`config.mk`:
```
export PLATFORM = sky130hd
export DESIGN_NAME = demux_4_buf
export DESIGN_NICKNAME = d
export VERILOG_FILES = /design/src/rtl/demux_pkg.sv /design/src/rtl/demux_slot.sv /design/src/rtl/demux_4_buf.sv
export SDC_FILE = /design/constraint.sdc
export NUM_CORES = 1
export LEC_CHECK = 0
export CAP_MARGIN = 20
export CORE_MARGIN = 3
export CORE_UTILIZATION = 40
export DETAILED_ROUTE_END_ITERATION = 7
export GPL_ROUTABILITY_DRIVEN = 0
export PLACE_DENSITY = 0.74
export SETUP_SLACK_MARGIN = 0.3
export SLEW_MARGIN = 25
export SYNTH_ARGS = -nofsm -noshare
export SYNTH_HDL_FRONTEND = slang
export SYNTH_SLANG_ARGS = --single-unit
```
`constraint.sdc`:
```
create_clock -name clk -period 5.8 [get_ports clk]
set_clock_uncertainty 0.1 [all_clocks]
set_input_delay 1.74 -clock clk [delete_from_list [all_inputs] [get_ports clk]]
set_output_delay 1.74 -clock clk [all_outputs]
set_load 0.02 [all_outputs]
```
`src/rtl/demux_pkg.sv`:
```
// Shared constants, channel state encoding and slice helper for the 1-to-4 buffered demux.
package demux_pkg;

  localparam int NUM_CH = 4;
  localparam int SEL_W  = 2;

  typedef enum logic {
    EMPTY = 1'b0,
    FULL  = 1'b1
  } ch_state_t;

  // Bit offset of channel ch inside a packed NUM_CH*width bus.
  function automatic int ch_offset(input int ch, input int width);
    return ch * width;
  endfunction

endpackage

```
`src/rtl/demux_slot.sv`:
```
// One output channel: single-entry buffer with EMPTY/FULL FSM and valid/ack handshake.
// With DEMUX_COUNT_EN defined, also keeps a wrapping count of completed reads.
module demux_slot
  import demux_pkg::*;
#(
  parameter int WIDTH = 32
`ifdef DEMUX_COUNT_EN
  , parameter int CNT_W = 8
`endif
) (
  input  logic             clk,
  input  logic             reset,
  input  logic             wr_en,
  input  logic [WIDTH-1:0] wr_data,
  input  logic             ack,
  output logic             valid,
  output logic [WIDTH-1:0] data
`ifdef DEMUX_COUNT_EN
  , output logic [CNT_W-1:0] count
`endif
);

  ch_state_t        state_q, state_d;
  logic [WIDTH-1:0] data_q, data_d;
  logic             read_fire;

  assign read_fire = ack & (state_q == FULL);

  always_ff @(posedge clk or posedge reset) begin
    if (reset) begin
      state_q <= EMPTY;
      data_q  <= '0;
    end else begin
      state_q <= state_d;
      data_q  <= data_d;
    end
  end

  // A write in the same cycle as a read keeps the slot FULL with the new word.
  always_comb begin
    state_d = state_q;
    data_d  = data_q;
    if (wr_en) begin
      state_d = FULL;
      data_d  = wr_data;
    end else if (read_fire) begin
      state_d = EMPTY;
    end
  end

  assign valid = (state_q == FULL);
  assign data  = data_q;

`ifdef DEMUX_COUNT_EN
  logic [CNT_W-1:0] cnt_q, cnt_d;

  always_ff @(posedge clk or posedge reset) begin
    if (reset) begin
      cnt_q <= '0;
    end else begin
      cnt_q <= cnt_d;
    end
  end

  always_comb begin
    cnt_d = cnt_q;
    if (read_fire) begin
      cnt_d = cnt_q + CNT_W'(1);
    end
  end

  assign count = cnt_q;
`endif

endmodule

```
`src/rtl/demux_4_buf.sv`:
```
// Registered 1-to-4 demultiplexer with a one-word valid/ack buffer per channel.
// Optional per-channel delivery counters on out_count when DEMUX_COUNT_EN is defined.
module demux_4_buf
  import demux_pkg::*;
#(
  parameter int WIDTH = 32,
  parameter int CNT_W = 8
) (
  input  logic                    clk,
  input  logic                    reset,
  input  logic                    in_valid,
  output logic                    in_ready,
  input  logic [WIDTH-1:0]        in_data,
  input  logic [SEL_W-1:0]        select,
  output logic [NUM_CH*WIDTH-1:0] out_data,
  output logic [NUM_CH-1:0]       out_valid,
  input  logic [NUM_CH-1:0]       out_ack,
  output logic                    drop_err
`ifdef DEMUX_COUNT_EN
  , output logic [NUM_CH*CNT_W-1:0] out_count
`endif
);

  logic              wr_fire;
  logic [NUM_CH-1:0] wr_en;
  logic              drop_err_q, drop_err_d;

  // Ready depends only on the selected slot, never on in_valid.
  assign in_ready = ~out_valid[select] | out_ack[select];
  assign wr_fire  = in_valid & in_ready;

  genvar gi;
  generate
    for (gi = 0; gi < NUM_CH; gi++) begin : g_slot
      assign wr_en[gi] = wr_fire & (select == SEL_W'(gi));

      demux_slot #(
        .WIDTH (WIDTH)
`ifdef DEMUX_COUNT_EN
        , .CNT_W (CNT_W)
`endif
      ) u_slot (
        .clk     (clk),
        .reset   (reset),
        .wr_en   (wr_en[gi]),
        .wr_data (in_data),
        .ack     (out_ack[gi]),
        .valid   (out_valid[gi]),
        .data    (out_data[ch_offset(gi, WIDTH) +: WIDTH])
`ifdef DEMUX_COUNT_EN
        , .count (out_count[ch_offset(gi, CNT_W) +: CNT_W])
`endif
      );
    end
  endgenerate

  always_ff @(posedge clk or posedge reset) begin
    if (reset) begin
      drop_err_q <= 1'b0;
    end else begin
      drop_err_q <= drop_err_d;
    end
  end

  // Sticky: any ack presented to an empty channel.
  always_comb begin
    drop_err_d = drop_err_q | (|(out_ack & ~out_valid));
  end

  assign drop_err = drop_err_q;

endmodule
```
==> flow_summary_export.csv <==
group,metric,value,unit
critical_path,criticalPathCategory,"in -> out",
grt,grt_overflow,0,
critical_path,cp_common_cell,"clkdlybuf4s50_1",
critical_path,worst-path-buf-inv,2,
final_layout,final_common_cell,"clkdlybuf4s50_1",
synth,yosysWarnings,0,
clock_tree,clock_sinks,133,
clock_tree,clkLatencyLatePin,0.40,ns
pwr,power_density,420,mW/mm2
flow_run,cap_viol_max_count,0,
clock_tree,cts.clk_slew.worst_paths,0.06,ns
grt,grt_max_degree,82,
synth,synth.net_count,346,
synth,synth-main-ff-cell,"dfrtp_1",
status,outcome,"complete, no violations",
routing,post_drt_wl_per_cell,17.9,um
clock_tree,numCtsBuffers,17,
die,die-width,119,um
die,die_y,119,um
grt,antenna_found_initial,0,
die,num_io_pins,175,
critical_path,startpoint_type,"primary input",
critical_path,crit_family,"buffers and inverters",
critical_path,cp_max_fo,7,
final_layout,syn_to_final_growth,47.8,%
final_layout,final_net_count,525,
final_layout,antenna_cells,0,
routing,drt_wl_total,11900,um
clock_tree,clock-root-buffer,"clkbuf_16",
die,num_rows,40,
die,core_area,0.0122,mm2
critical_path,cp_slowest_cell,"clkdlybuf4s50_1",
synth,syn_inst,305,
timing,worstMarginPinSlew,0.891,ns
placed_design,dp_hpwl,8160,um
routing,top_layer_used,"met4",
synth,synth_cell_types,20,
timing,layout_min_cycle_time,5.35,ns
final_layout,layout-drive-gt1-share,33.4,%
clock_tree,cts_setup_buffers,0,
critical_path,crit_chain,"clkdlybuf4s50_1 -> mux4_2 -> clkdlybuf4s50_1",
synth,ys_ff_latch,133,
routing,dr_total_vias,3188,
routing,dr.pass1.iters,5,
routing,drtIter0Drc,171,
timing,setup_tns,0,ns
final_layout,most-common-layout-cells,"clkdlybuf4s50_1 (174), dfrtp_1 (133), mux2_2 (124), clkbuf_16 (17)",
routing,dr_wl_met3,1270,um
clock_tree,clk_path_buf_depth,2,
grt,grt_use_total,17.2,%
synth,netlist_area,0.00509,mm2
final_layout,fin_area,0.00753,mm2
critical_path,cp-end-kind,"output pin",
pwr,ir_drop,0.265,mV
timing,hold_viol_final,0,
placed_design,dpl_cell_area,0.00695,mm2
timing,relSlewSlack,40.6,%
routing,dr_wl_met2,5560,um
timing,timing.final.crit_share,92.2,%
synth,synth_edf_count,0,
routing,drc,0,
critical_path,critPathMaxStageDelay,0.65,ns
critical_path,worstPathRequired,3.96,ns
critical_path,arrival,3.51,ns
timing,rsz0062_at_grt,"false",
synth,async_flop_share,100,%
clock_tree,cts_tree,"yes",
clock_tree,post_cts_resize_count,0,
min_path,hp-class,"reg -> reg",
synth,ys_seq_area_share,65.4,%
timing,finalSetupViolCount,0,
routing,via_per_inst,4.79,
placed_design,portBuffers,174,
timing,final_max_slew_viol_count,0,
routing,final_antenna_net_count,0,
final_layout,fin_util,61.6,%
synth,avgSynthCellArea,16.7,um2
die,initial_core_util,41.7,%
clock_tree,hold_buffers,0,
routing,wl_met1,4940,um
clock_tree,h-tree-depth,4,
die,dieArea,0.0141,mm2
grt,grt_first_pass_wirelength,19000,um
timing,timing.fmax,187,MHz
pwr,power.leakage,3.15,nW
grt,grt_pass1_vias,3599,
## path summary, 6_finish.rpt
| check | startpoint | endpoint | slack [ns] | cells after the start |
|---|---|---|---|---|
| max in group asynchronous | reset | g_slot[1].u_slot.data[9] | 2.98 | 3 |
| min in group asynchronous | reset | g_slot[2].u_slot.data[17] | 1.73 | 2 |
| worst max-delay path | select[1] | in_ready | 0.45 | 3 |
| worst min-delay path | drop_err | drop_err | 0.38 | 2 |
| worst max register to register | g_slot[0].u_slot.valid | g_slot[0].u_slot.data[16] | 3.61 | 4 |
| worst min register to register | drop_err | drop_err | 0.38 | 2 |
## worst register-to-register path, stage by stage, from the launching register on
cell and delay, ns:
dfrtp_1 0.38, nand2b_1 0.10, nand3b_1 0.65, buf_4 0.45, mux2_2 0.39
## final cells by class
class	instances	area, um2
Multi-Input combinational cell	148	1590
Clock inverter	9	75.1
Tap cell	168	210
Fill cell	1001	4680
Inverter	5	23.8
Sequential cell	133	3330
Clock buffer	23	498
Timing Repair Buffer	179	1800
## flip-flops by register name (all words and copies together) (netlist names)
signal               cells
g_slot.u_slot.valid      4
drop_err                 1
g_slot.u_slot.data     128
## power by group
group,switching (mW),total (mW),internal [mW]
Sequential,0.100,1.22,1.12
Combinational,0.435,0.927,0.492
Clock,0.374,1.02,0.641
## logic make-up (layout without fill, tap and decap cells)
group	Yosys count	count (layout)	share of synthesized area [%]
and+or+nand+nor	16	16	1.97
DFF	133	133	65.4
muxes	129	129	28.7
buffers and inverters	24	216	3.54
AOI/OAI and AO/OA	3	3	0.393
## stage by stage
stage | hold slack [ns] | std cells | setup WS (ns) | total power [mW]
6_report | 0.383 | 665 | 0.453 | 3.16
3_3_place_gp | 0.367 | 632 | 0.505 | 2.15
3_5_place_dp | 0.368 | 633 | 0.489 | 2.17
5_1_grt | 0.410 | 665 | 0.422 | 3.31
2_1_floorplan | 0.396 | 305 | 0.406 | 1.68
4_1_cts | 0.390 | 665 | 0.474 | 3.20
## per-layer routing
| metal | GRT usage (%) | vias to the layer above |
|---|---|---|
| met2 | 27.3 | 135 |
| li1 | - | 1434 |
| met4 | 5.29 | 0 |
| met3 | 9.54 | 16 |
| met5 | 0 | - |
| met1 | 19.9 | 1603 |
## synthesized netlist by cell type (4+ instances only)
cell	number	area share, %
dfrtp_1	133	65
mux2_2	124	27
buf_6	9	2.0
nand2_1	6	0.44
buf_2	5	0.49
inv_1	5	0.37
buf_4	4	0.59
mux2_1	4	0.88
nand2b_1	4	0.49
Note: power is estimated with default switching activity, not from simulation.
